<file path="config.mk">
export PLATFORM = sky130hd
export DESIGN_NAME = fetch_ifid_stage
export DESIGN_NICKNAME = d
export VERILOG_FILES = /design/src/rtl/fetch_ifid_stage.sv
export SDC_FILE = /design/constraint.sdc
export NUM_CORES = 1
export LEC_CHECK = 0
export ABC_AREA = 1
export BUFFER_PORTS_ARGS = -buffer_cell sky130_fd_sc_hd__buf_2
export CORE_ASPECT_RATIO = 2
export CORE_MARGIN = 2
export CORE_UTILIZATION = 38
export CTS_CLUSTER_DIAMETER = 200
export DETAILED_ROUTE_END_ITERATION = 12
export SLEW_MARGIN = 15
export SYNTH_ARGS = -nofsm -noshare
export SYNTH_HDL_FRONTEND = slang
export SYNTH_SLANG_ARGS = --single-unit
</file>
<file path="constraint.sdc">
create_clock -name clk -period 1.4 [get_ports clk]
set_input_delay 0 -clock clk [delete_from_list [all_inputs] [get_ports clk]]
set_output_delay 0 -clock clk [all_outputs]
set_load 0.03 [all_outputs]
</file>
<file path="src/rtl/fetch_ifid_stage.sv">
// rtl/fetch_ifid_stage.sv - fetch stage owning the PC plus the IF/ID pipeline register
// Optional FETCH_PERF_CNT_EN adds saturating stall_cycles / bubble_cycles counters.
module fetch_ifid_stage #(
    parameter logic [15:0] RESET_PC  = 16'h0000,
    parameter logic [15:0] NOP_INSTR = 16'h0800,
    parameter logic [4:0]  HALT_OPC  = 5'b00000
) (
    input  logic        clk,
    input  logic        rst,
    input  logic        STALL,
    input  logic        redirect,
    input  logic [15:0] redirect_pc,
    output logic        imem_rd,
    output logic [15:0] imem_addr,
    input  logic [15:0] imem_data,
    input  logic        imem_done,
    output logic [15:0] instr_reg,
    output logic [15:0] pc_plus2_reg,
    output logic        valid_reg,
    output logic        halted
`ifdef FETCH_PERF_CNT_EN
    ,
    output logic [15:0] stall_cycles,
    output logic [15:0] bubble_cycles
`endif
);

    typedef enum logic {
        S_FETCH  = 1'b0,
        S_HALTED = 1'b1
    } state_t;

    state_t      state_q, state_d;
    logic [15:0] pc_q, pc_d;
    logic [15:0] instr_q, instr_d;
    logic [15:0] pc2_q, pc2_d;
    logic        valid_q, valid_d;
    logic        halted_q;
    logic [15:0] pc_next;

    assign pc_next   = pc_q + 16'd2;
    assign imem_addr = pc_q;
    assign imem_rd   = (state_q == S_FETCH) & ~STALL & ~rst;

    always_comb begin
        pc_d    = pc_q;
        instr_d = instr_q;
        pc2_d   = pc2_q;
        valid_d = valid_q;
        state_d = state_q;
        if (redirect) begin
            // Redirect overrides STALL: the in-flight fetch is wrong-path either way.
            pc_d    = redirect_pc & 16'hFFFE;
            instr_d = NOP_INSTR;
            valid_d = 1'b0;
            state_d = S_FETCH;
        end else if (!STALL) begin
            if (state_q == S_HALTED || !imem_done) begin
                instr_d = NOP_INSTR;
                valid_d = 1'b0;
            end else begin
                instr_d = imem_data;
                pc2_d   = pc_next;
                valid_d = 1'b1;
                if (imem_data[15:11] == HALT_OPC) begin
                    state_d = S_HALTED;
                end else begin
                    pc_d = pc_next;
                end
            end
        end
    end

    always_ff @(posedge clk or posedge rst) begin
        if (rst) begin
            state_q  <= S_FETCH;
            pc_q     <= RESET_PC;
            instr_q  <= NOP_INSTR;
            pc2_q    <= 16'h0000;
            valid_q  <= 1'b0;
            halted_q <= 1'b0;
        end else begin
            state_q  <= state_d;
            pc_q     <= pc_d;
            instr_q  <= instr_d;
            pc2_q    <= pc2_d;
            valid_q  <= valid_d;
            halted_q <= (state_d == S_HALTED);
        end
    end

    assign instr_reg    = instr_q;
    assign pc_plus2_reg = pc2_q;
    assign valid_reg    = valid_q;
    assign halted       = halted_q;

`ifdef FETCH_PERF_CNT_EN
    logic [15:0] stall_cnt_q, stall_cnt_d;
    logic [15:0] bubble_cnt_q, bubble_cnt_d;
    logic        stall_inc, bubble_inc;

    // Only genuine memory-miss bubbles count; redirect squashes and HALTED NOPs do not.
    assign stall_inc  = STALL & ~redirect;
    assign bubble_inc = ~redirect & ~STALL & (state_q == S_FETCH) & ~imem_done;

    always_comb begin
        stall_cnt_d  = stall_cnt_q;
        bubble_cnt_d = bubble_cnt_q;
        if (stall_inc && stall_cnt_q != 16'hFFFF) begin
            stall_cnt_d = stall_cnt_q + 16'd1;
        end
        if (bubble_inc && bubble_cnt_q != 16'hFFFF) begin
            bubble_cnt_d = bubble_cnt_q + 16'd1;
        end
    end

    always_ff @(posedge clk or posedge rst) begin
        if (rst) begin
            stall_cnt_q  <= 16'h0000;
            bubble_cnt_q <= 16'h0000;
        end else begin
            stall_cnt_q  <= stall_cnt_d;
            bubble_cnt_q <= bubble_cnt_d;
        end
    end

    assign stall_cycles  = stall_cnt_q;
    assign bubble_cycles = bubble_cnt_q;
`endif

endmodule

</file>
After elaboration in Yosys (flattened, before gate mapping)
Cells that the tools add are included.
- RAM bits: 0
- ROM bits: 0
- latch bits: 0
- memories kept: 0
- word-level logic and storage cells: 37
- input port bits: 37
- flip-flop bits (word level): 50
- equality and inequality tests: 3
- bitwise operators: 7
- order comparisons: 0
- multiply operators: 0
- add/subtract/negate cells: 1
- multiplexer cells: 14
- reduce and logical (&&, ||, !) cells: 7
- div/mod/pow operators: 0
- shifts and indexed selects: 0
- operator list (cell ; count):
    $mux 16 ; 7
    $add 16x2->16 const B ; 1
    $reduce_and 3->1 ; 3
    $mux 1 ; 7
    $logic_not 5->1 ; 1
    $not 1->1 ; 5
    $ne 2x2->1 const B ; 2
    $and 1x1->1 ; 2
    $ne 2x1->1 const B ; 1
    $reduce_bool 2->1 ; 1
    $logic_not 1->1 ; 1
    $logic_or 1x1->1 ; 1

Logic depth before layout (Yosys ltp)
Gate-level depths: netlist of run 1.
- depth in word-level cells: 5
- depth in mapped cells: 8
- depth with buffers taken out: 8

Worst setup path after synthesis of run 1
Ideal clock, no wire load.
- kind: register -> register
- start point: register pc_q[1] (netlist: imem_addr[1])
- end point: register pc2_q[15] (netlist: pc_plus2_reg[15])
- setup slack: -0.081 ns
- arrival: 1.364 ns
- library setup time: 0.117 ns
- stages on the path, launching flop included: 9
- required time: 1.283 ns
- cells stage by stage: dfrtp_1 -> ha_1 -> nand3_2 -> nor2_2 -> nand3_1 -> nand2_1 -> nand2_1 -> nand2_1 -> nand2_1
- word-level cells in the longest chain between the ends: 1
- RTL lines (element ; line ; text):
    start, declared ; 34 ; logic [15:0] pc_q, pc_d;
    start signal, assigned ; 84 ; pc_q <= pc_d;
    $add 16x2->16 ; 41 ; assign pc_next = pc_q + 16'd2;
    end signal, assigned ; 86 ; pc2_q <= pc2_d;
    end, declared ; 36 ; logic [15:0] pc2_q, pc2_d;
No other way between the ends.
A chain may end at the register's enable or synchronous reset.

==> metrics.md, run 1 <==
| Metric | Value |
|---|---|
| Max stage delay on crit path | `0.41 ns` |
| RSZ-0062 raised after global routing | `false` |
| DR WL/cell | `13.7 microns` |
| Largest register FFs | `16` |
| Seq/Total Area, Yosys | `0.486` |
| Switching pwr | `1.36 mW` |
| Ant diodes | `0` |
| EDFF count, synth | `0` |
| CP Cell Sequence | `clkinv_2 > nand2_4 > nor2_8 > nand2_4 > nor2_4 > nand2_2 > nand3_2` |
| Worst skew pair latency | `0.29 ns` |
| Hold EP | `imem_addr[13]` |
| WL final | `6740 microns` |
| Sequential share of power | `0.398` |
| Crit path max fanout | `8` |
| Setup violations, final | `0` |
| HPWL Detailed | `4660 microns` |
| CTS tree | `built` |
| Via density | `4.70` |
| Max Cap Viol | `0` |
| Achievable Freq | `771 MHz` |
| Commonest non-fill, non-tap cell in the layout | `nand2_1` |
| Final Util | `0.557` |
| Most numerous cell on the critical path | `nand2_4` |
| Setup TNS | `0 ns` |
| Die height | `118 microns` |
| Post-DRT Antenna Nets | `0` |
| Maximum vdd drop | `0.000741 V` |
| Distinct cells, synth | `31` |
| Crit-path slowest cell | `dfrtp_1` |
| Die area | `7210 sq um` |
| Synth Register Bits | `48` |
| Chip Width | `61.1 microns` |
| Initial antenna violation count | `0` |
| H-tree depth | `2` |
| Avg Cell Area, Syn | `8.62 sq um` |
| Placer Congestion | `0.816` |
| Synthesized area | `2470 sq um` |
| Total core area | `6310 sq um` |
| All-Layer GR Usage | `0.204` |
| Crit share post-route | `0.926` |
| TritonCTS Sinks | `48` |
| TritonCTS Buffers | `5` |
| Leakage power | `1.89 nW` |
| Clk pwr share | `0.344` |
| Hold Path Class | `primary input to flip-flop` |
| Primary FF master, synth | `dfrtp_1` |
| Fraction of layout cells with a size suffix above 1 | `0.342` |
| Min Tclk post-route | `1.30 ns` |
| Worst EP required | `1.63 ns` |
| Worst Setup Start Kind | `flip-flop` |
| Combinational power share | `0.258` |
| R2R Path Start | `halted` |
| Nets | `444` |
| Longest Clk Path Bufs | `2` |
| Max Clock Skew | `0.00477 ns` |
| IO Port Bufs | `84` |
| CP Data Arrival Time | `1.52 ns` |
| Drt drc | `0` |
| Global-route wire length before repair | `11000 microns` |
| Synth async-reset ratio | `1.00` |
| Num rows | `41` |
| R2R cell count | `7` |
| Pin count of the biggest net entering global routing | `49` |
| Commonest cells after routing, fill and taps aside | `113 x nand2_1, 84 x buf_2, 43 x dfrtp_1, 30 x dlygate4sd3_1` |
| Total grt overflow | `0` |
| Total number of vias | `2317` |
| Hold path depth | `5` |
| Boundary Pins | `88` |
| 1st-iter DRT viols | `97` |
| Fin. Hold Viols | `0` |
| CTS root buf | `clkbuf_16` |
| Status | `completed` |
| Clock transition at path regs | `0.06 ns` |
| Vias in the first global route | `2330` |
| R2r endpoint | `imem_addr[3]` |
| Drt pass-1 iters | `4` |
| Fin. max-slew vios | `0` |
| Syn Inst Count | `287` |
| Initial Util | `0.392` |
| Switching part of the total | `0.323` |
| Pint | `2.85 mW` |
| R2R setup slack | `0.10 ns` |
| Crit Path Category | `flip-flop to flip-flop` |
| Critical path capture point type | `flip-flop` |
| Pwr/cell area | `1200 nW/um^2` |
| Ys Warns | `0` |
| Hold_sp | `redirect_pc[13]` |
| Area Growth Syn to Fin | `42.2%` |
## stage by stage
stage | cell area (sq um) | total power [mW] | setup WS (ns) | std cells | hold WS, ns
after floorplan | 2480 | 2.37 | 0.0371 | 288 | 0.112
after global placement | 2970 | 2.69 | 0.0870 | 453 | 0.0699
after detailed placement | 2970 | 2.70 | 0.0463 | 453 | 0.0755
after CTS | 3450 | 4.26 | 0.0244 | 491 | 0.00916
after global routing | 3520 | 4.44 | 0.00644 | 493 | 0.0436
final | 3520 | 4.22 | 0.103 | 493 | 0.00832
## cell families after synthesis
group	share of synthesized area
simple gates	0.351
flops	0.486
buf+inv	0.0764
compound gates	0.0698
xor+xnor	0.0106
fa+ha+maj	0.00506
other cells	0.00152
## timing repair
item                                    4_1_cts  5_1_grt
hold endpoints to repair                     76        0
gates resized for setup                       0       11
endpoints found under the setup margin        0       13
hold buffers                                 30        0
setup buffers                                 0        1
## Yosys cell counts, types with 2 or more instances
| library cell | number | area [sq um] |
|---|---|---|
| xnor2_1 | 2 | 17.5 |
| nand3b_1 | 2 | 15.0 |
| nand3_2 | 10 | 100 |
| buf_4 | 4 | 30.0 |
| nor2_8 | 2 | 40.0 |
| buf_6 | 2 | 22.5 |
| dfrtp_1 | 47 | 1180 |
| inv_1 | 21 | 78.8 |
| nand2_4 | 3 | 33.8 |
| inv_2 | 3 | 11.3 |
| nor2_4 | 2 | 22.5 |
| nor2_2 | 4 | 25.0 |
| a22o_1 | 14 | 123 |
| o21ai_0 | 5 | 25.0 |
| nand2_1 | 113 | 424 |
| nand2_2 | 5 | 31.3 |
| nor2_1 | 7 | 26.3 |
| nand4_1 | 7 | 43.8 |
| nand3_1 | 20 | 100 |
| buf_2 | 3 | 15.0 |
## layer usage
metal	track usage	vias to the layer above	wire length [microns]
met3	0.0418	8	240
met5	0	-	0
met4	0.0666	0	106
li1	-	1159	-
met1	0.217	1090	2560
met2	0.374	60	3820
## how the worst max path moves through the flow
| stage | start | to |
|---|---|---|
| 6_report | halted | imem_addr[3] |
| 3_5_place_dp | imem_addr[1] | pc_plus2_reg[15] |
| 3_3_place_gp | imem_addr[1] | pc_plus2_reg[15] |
| 4_1_cts | imem_addr[1] | pc_plus2_reg[15] |
| 5_1_grt | halted | instr_reg[15] |
| 2_1_floorplan | imem_addr[1] | pc_plus2_reg[15] |
## power groups by stage
| stage | clock network, mW | logic, mW | registers, mW |
|---|---|---|---|
| floorplan | 0 | 0.371 | 2.00 |
| global placement | 0 | 0.997 | 1.69 |
| finish | 1.45 | 1.09 | 1.68 |
| CTS | 1.51 | 1.07 | 1.67 |
| global route | 1.55 | 1.19 | 1.70 |
| detailed placement | 0 | 1.00 | 1.70 |
## critical path: cells and delay by family, from the launching register on
kind | cells | cell delay, ns
buffers and inverters | 1 | 0.07
flip-flops | 1 | 0.41
AND/OR/NAND/NOR | 6 | 0.75
## layout make-up
class / instances / area [sq um]
fill: 615 / 2790
timing repair buffer: 120 / 778
clock buffer: 7 / 153
multi-input combinational: 205 / 1130
sequential: 48 / 1210
inverter: 26 / 106
tap: 86 / 108
clock inverter: 1 / 30.0
Power figures use the tool's default switching activity.
==> inputs of run 2 (changes only) <==
clock period = 1.58 ns   (was 1.4 ns; I/O delays follow)
==> run 2 against run 1 <==
- global-route usage shrank 0.70 points
- flip-flop and latch count is the same
- total power shrank 17%
- sequential power shrank 12%
==> metrics.md, run 2 (synthesis results as in run 1) <==
| Metric | Value |
|---|---|
| CP Cell Sequence | `dlygate4sd3_1 > buf_2 > nor2_1 > nand3_2 > a21oi_2 > nand2_1 > nand3_2` |
| Post-DRT Antenna Nets | `0 (unchanged)` |
| RSZ-0062 raised after global routing | `false` |
| Placer Congestion | `0.841 (+3.1%)` |
| Global-route wire length before repair | `10600 microns (-3.6%)` |
| Drt pass-1 iters | `4 (unchanged)` |
| Vias in the first global route | `2198 (-5.7%)` |
| Chip Width | `61.1 microns (unchanged)` |
| Total grt overflow | `0 (unchanged)` |
| Maximum vdd drop | `0.000588 V (-21%)` |
| Crit path max fanout | `9 (+1)` |
| Initial Util | `0.392 (unchanged)` |
| Setup TNS | `0 ns (unchanged)` |
| Fraction of layout cells with a size suffix above 1 | `0.318 (-0.0239)` |
| TritonCTS Buffers | `5 (unchanged)` |
| Num rows | `41 (unchanged)` |
| Die area | `7210 sq um (unchanged)` |
| Buf/Inv on CP | `2 (+1)` |
| Crit share post-route | `0.906` |
| All-Layer GR Usage | `0.197 (-0.00699)` |
| HPWL Detailed | `4600 microns (-1.5%)` |
| Worst skew pair latency | `0.29 ns (about the same)` |
| Nets | `440 (-0.90%)` |
| Status | `completed` |
| Total number of vias | `2281 (-1.6%)` |
| Pwr/cell area | `1030 nW/um^2 (-14%)` |
| Achievable Freq | `699 MHz` |
| Worst-margin pin slew | `0.529 ns` |
| CTS tree | `built` |
| Ant diodes | `0 (unchanged)` |
| Boundary Pins | `88 (unchanged)` |
| Max stage delay on crit path | `0.53 ns (+0.12 ns)` |
| Die height | `118 microns (unchanged)` |
| Slew margin rel. | `0.647` |
| Layout Cells excl Fill | `489 (-0.81%)` |
| Cell count after placement | `452 (-0.22%)` |
| Longest Clk Path Bufs | `2 (unchanged)` |
| Area Growth Syn to Fin | `37.3%` |
| Min Tclk post-route | `1.43 ns` |
| Total power | `3.49 mW (-17%)` |
| Initial antenna violation count | `0 (unchanged)` |
| Clock transition at path regs | `0.06 ns (about the same)` |
| Commonest cells after routing, fill and taps aside | `113 x nand2_1, 84 x buf_2, 47 x dfrtp_1, 29 x dlygate4sd3_1` |
| CTS root buf | `clkbuf_16` |
| Fin. Hold Viols | `0 (unchanged)` |
| Layout fillers | `619 (+0.65%)` |
| Commonest non-fill, non-tap cell in the layout | `nand2_1` |
| 1st-iter DRT viols | `92 (-5.2%)` |
| CP Data Arrival Time | `1.66 ns (+0.14 ns)` |
| Worst EP required | `1.81 ns (+0.18 ns)` |
| Hold Path Class | `primary input to flip-flop` |
| Leakage power | `1.86 nW (-1.6%)` |
| H-tree depth | `2 (unchanged)` |
| Most numerous cell on the critical path | `nand3_2` |
| Setup violations, final | `0 (unchanged)` |
| Worst hold slack | `0.00710 ns (-0.00122 ns)` |
| Largest register FFs | `16 (unchanged)` |
| Critical path capture point type | `flip-flop` |
| Max Clock Skew | `0.00486 ns (+0.0000985 ns)` |
| Drt drc | `0 (unchanged)` |
| Crit-path slowest cell | `dlygate4sd3_1` |
| WL final | `6680 microns (-0.91%)` |
| TritonCTS Sinks | `48 (unchanged)` |
| DR WL/cell | `13.7 microns (about the same)` |
| Worst Setup Start Kind | `primary input` |
| IO Port Bufs | `84 (unchanged)` |
| Crit Path Category | `primary input to flip-flop` |
| Fin. max-slew vios | `0 (unchanged)` |
| Max Cap Viol | `0 (unchanged)` |
| Pin count of the biggest net entering global routing | `49 (unchanged)` |
| Final Util | `0.538 (-0.0190)` |
| Total core area | `6310 sq um (unchanged)` |
| Crit path max-delay family | `buffers and inverters` |
| Via density | `4.66 (-0.75%)` |
-- run 2: through the flow --
step | worst slack, ns | cell area, sq um
2_1_floorplan | 0.0990 | 2480
3_3_place_gp | 0.216 | 2960
3_5_place_dp | 0.186 | 2960
4_1_cts | 0.146 | 3400
5_1_grt | 0.00624 | 3400
6_report | 0.149 | 3400
-- run 2: worst min-delay path, delay by kind of cell --
family        cells  cell delay [ns]
simple gates      3             0.16
buf+inv           2             0.10
-- run 2: path summary, 6_finish.rpt --
check / start / end / slack (ns) / depth (start not counted)
worst max-delay path: imem_data[14] / imem_addr[5] / 0.15 / 7
worst min-delay path: redirect_pc[11] / imem_addr[11] / 0.007 / 5
worst max register to register: imem_addr[1] / pc_plus2_reg[15] / 0.17 / 8
worst min register to register: pc_plus2_reg[12] / pc_plus2_reg[12] / 0.47 / 2
max in group asynchronous: rst / instr_reg[11] / 1.00 / 4
min in group asynchronous: rst / imem_addr[2] / 0.31 / 4
-- run 2: layout make-up --
cell class,instances,area [sq um],area share
Clock buffer,8,146,0.0431
Tap cell,86,108,0.0317
Sequential cell,48,1200,0.354
Inverter,26,101,0.0298
Timing Repair Buffer,117,753,0.222
Multi-Input combinational cell,204,1090,0.320
-- run 2: power breakdown --
group,internal (mW),switching (mW)
Sequential,1.37,0.117
Combinational,0.307,0.621
Clock,0.632,0.451
Total,2.31,1.19
-- run 2: what timing repair did --
action	4_1_cts	5_1_grt
buffers inserted	0	0
resized for setup	0	0
hold buffers	29	0
hold endpoints to repair	75	0
-- run 2: routing by layer --
metal | vias to the layer above | track usage | wire [microns]
met5 | - | 0 | 0
met4 | 0 | 0.0802 | 155
met3 | 9 | 0.0330 | 239
met2 | 53 | 0.350 | 3740
met1 | 1065 | 0.218 | 2540
li1 | 1154 | - | -
==> inputs of run 3 (changes only) <==
CTS_BUF_LIST = sky130_fd_sc_hd__clkbuf_8   (was unset)
==> run 3 against run 2 <==
- sequential share of layout area up 0.28 points
- final cell count up 0.61%
- register-to-register slack about the same
- count of clock-buffer cells in the layout down 2
- global-route usage up 0.17 points
- fmax up 1.5%
- worst hold slack better by 0.067 ns
- die area unchanged
- largest cell class unchanged
- clock skew up 0.0019 ns
- setup slack better by 0.020 ns
- critical endpoint is now pc_plus2_reg[15]
- flip-flop and latch count unchanged
- utilization down 0.42 points
==> metrics.md, run 3 (synthesis results as in run 1) <==
| Metric | Value |
|---|---|
| Status | `completed` |
| Nets | `443 (+0.68%)` |
| Area Growth Syn to Fin | `36.3%` |
| 1st-iter DRT viols | `76 (-17%)` |
| Boundary Pins | `88 (unchanged)` |
| Placer Congestion | `0.841 (unchanged)` |
| Crit share post-route | `0.893 (-0.0130)` |
| Die area | `7210 sq um (unchanged)` |
| Ant diodes | `0 (unchanged)` |
| CP Data Arrival Time | `1.62 ns (-0.04 ns)` |
| Leakage power | `1.85 nW (-0.26%)` |
| Fin. max-slew vios | `0 (unchanged)` |
| Min Tclk post-route | `1.41 ns (-0.0205 ns)` |
| Global Route met1 Usage | `0.224 (+0.00565)` |
| R2R setup slack | `0.17 ns (about the same)` |
| Cell count after placement | `452 (unchanged)` |
| IO Port Bufs | `84 (unchanged)` |
| CTS root buf | `clkbuf_8` |
| Pin count of the biggest net entering global routing | `49 (unchanged)` |
| Layout fillers | `623 (+0.65%)` |
| Final instance area | `3370 sq um (-0.77%)` |
| Commonest cells after routing, fill and taps aside | `113 x nand2_1, 84 x buf_2, 47 x dfrtp_1, 32 x dlygate4sd3_1, 22 x inv_1` |
| Vias in the first global route | `2202 (+0.18%)` |
| Max Clock Skew | `0.00678 ns (+0.00191 ns)` |
| Crit Path Category | `flip-flop to flip-flop` |
| Initial Util | `0.392 (unchanged)` |
| Fin. Hold Viols | `0 (unchanged)` |
| GRT busiest layer | `met2` |
| Critical path capture point type | `flip-flop` |
| Met3 usage | `0.0341 (+0.00110)` |
| Worst-margin pin slew | `0.509 ns (-0.0203 ns)` |
| Total number of vias | `2293 (+0.53%)` |
| Drt pass-1 iters | `4 (unchanged)` |
| Hold Path Class | `primary input to flip-flop` |
| Largest register FFs | `16 (unchanged)` |
| TritonCTS Sinks | `48 (unchanged)` |
| CTS tree | `built` |
| WL final | `6670 microns (about the same)` |
| Post-DRT Antenna Nets | `0 (unchanged)` |
| Crit path max fanout | `6 (-3)` |
| HPWL Detailed | `4600 microns (unchanged)` |
| H-tree depth | `2 (unchanged)` |
| Die height | `118 microns (unchanged)` |
| R2R Path Start | `imem_addr[1]` |
| Setup violations, final | `0 (unchanged)` |
| DR WL/cell | `13.6 microns (-0.64%)` |
| Pwr/cell area | `943 nW/um^2 (-8.4%)` |
| M2 GR Usage | `0.350 (unchanged)` |
| Max Cap Viol | `0 (unchanged)` |
| Worst hold slack | `0.0741 ns (+0.0670 ns)` |
| Worst skew pair latency | `0.31 ns (+0.02 ns)` |
| Setup TNS | `0 ns (unchanged)` |
| TritonCTS Buffers | `5 (unchanged)` |
| Clock transition at path regs | `0.09 ns (+0.03 ns)` |
| Commonest non-fill, non-tap cell in the layout | `nand2_1` |
| Num rows | `41 (unchanged)` |
| Hold path depth | `3 (-2)` |
| Chip Width | `61.1 microns (unchanged)` |
| Total power | `3.18 mW (-9.1%)` |
| Drt drc | `0 (unchanged)` |
| Layout Cells excl Fill | `492 (+0.61%)` |
| Post-DP Area | `2960 sq um (unchanged)` |
| Maximum vdd drop | `0.000599 V (+1.9%)` |
| All-Layer GR Usage | `0.199 (+0.00171)` |
| Initial antenna violation count | `0 (unchanged)` |
| Global-route wire length before repair | `10700 microns (+1.1%)` |
| Hold EP | `imem_addr[1]` |
| Total core area | `6310 sq um (unchanged)` |
| Post-CTS Setup Inserts | `0 (unchanged)` |
| Hold_sp | `redirect` |
| Fraction of layout cells with a size suffix above 1 | `0.315 (-0.00235)` |
| Total grt overflow | `0 (unchanged)` |
| Worst Setup Start Kind | `flip-flop` |
| R2R cell count | `8 (unchanged)` |
| Longest Clk Path Bufs | `2 (unchanged)` |
| Slew margin rel. | `0.661 (+0.0136)` |
| RSZ-0062 raised after global routing | `false` |
| R2r endpoint | `pc_plus2_reg[15]` |
| Achievable Freq | `709 MHz (+1.5%)` |
| Via density | `4.66 (about the same)` |
| Worst EP required | `1.79 ns (-0.02 ns)` |
[run 3: cell types whose count changed in the layout (fill, tap and decap cells not counted)]
cell | before | now
dlygate4sd3_1 | 29 | 32
clkbuf_1 | 2 | 0
clkbuf_8 | 1 | 6
inv_1 | 20 | 22
clkbuf_16 | 5 | 0
[run 3: stage by stage]
stage	utilization	setup WS [ns]
finish	0.534	0.169
global placement	0.469	0.216
detailed placement	0.469	0.186
CTS	0.534	0.166
floorplan	-	0.0990
global route	0.534	0.0179
[run 3: worst max-delay path by stage]
| stage | to | start | cells past startpoint |
|---|---|---|---|
| final | pc_plus2_reg[15] | imem_addr[1] | 8 |
| after CTS | pc_plus2_reg[15] | imem_addr[2] | 8 |
| after detailed placement | pc_plus2_reg[15] | imem_addr[1] | 8 |
| after global placement | pc_plus2_reg[15] | imem_addr[2] | 8 |
| after floorplan | pc_plus2_reg[15] | imem_addr[1] | 8 |
| after global routing | imem_addr[9] | imem_addr[1] | 8 |
[run 3: repair_timing]
action                    in CTS  in global routing
hold buffers                  32                  0
hold endpoints to repair      79                  0
resized for setup              0                  0
[run 3: critical path: stages, from the launching register on]
cell	delay (ns)
dfrtp_1	0.45
ha_1	0.23
nand3_2	0.16
nor2_2	0.16
nand3_1	0.09
nand2_1	0.06
nand2_1	0.06
nand2_1	0.06
nand2_1	0.05
[run 3: final cells by class]
| type | instances | area [sq um] | area share |
|---|---|---|---|
| repair buffers | 120 | 783 | 0.232 |
| clock inverters | 2 | 7.51 | 0.00223 |
| well taps | 86 | 108 | 0.0319 |
| clock buffers | 6 | 82.6 | 0.0245 |
| multi-input cells | 204 | 1090 | 0.322 |
| flip-flops and latches | 48 | 1200 | 0.357 |
| inverters | 26 | 101 | 0.0301 |
[run 3: power breakdown]
group | total (mW) | switching, mW | internal, mW
clock | 0.762 | 0.417 | 0.345
sequential | 1.48 | 0.117 | 1.36
combinational | 0.934 | 0.622 | 0.312
total | 3.18 | 1.16 | 2.02
[run 3: layer usage]
layer  vias up  part of all wire  wire length [microns]
met5         -                 0                      0
met4         0             0.026                    174
met3        11             0.034                    224
met2        52              0.55                   3690
met1      1070              0.39                   2590
li1       1160                 -                      -
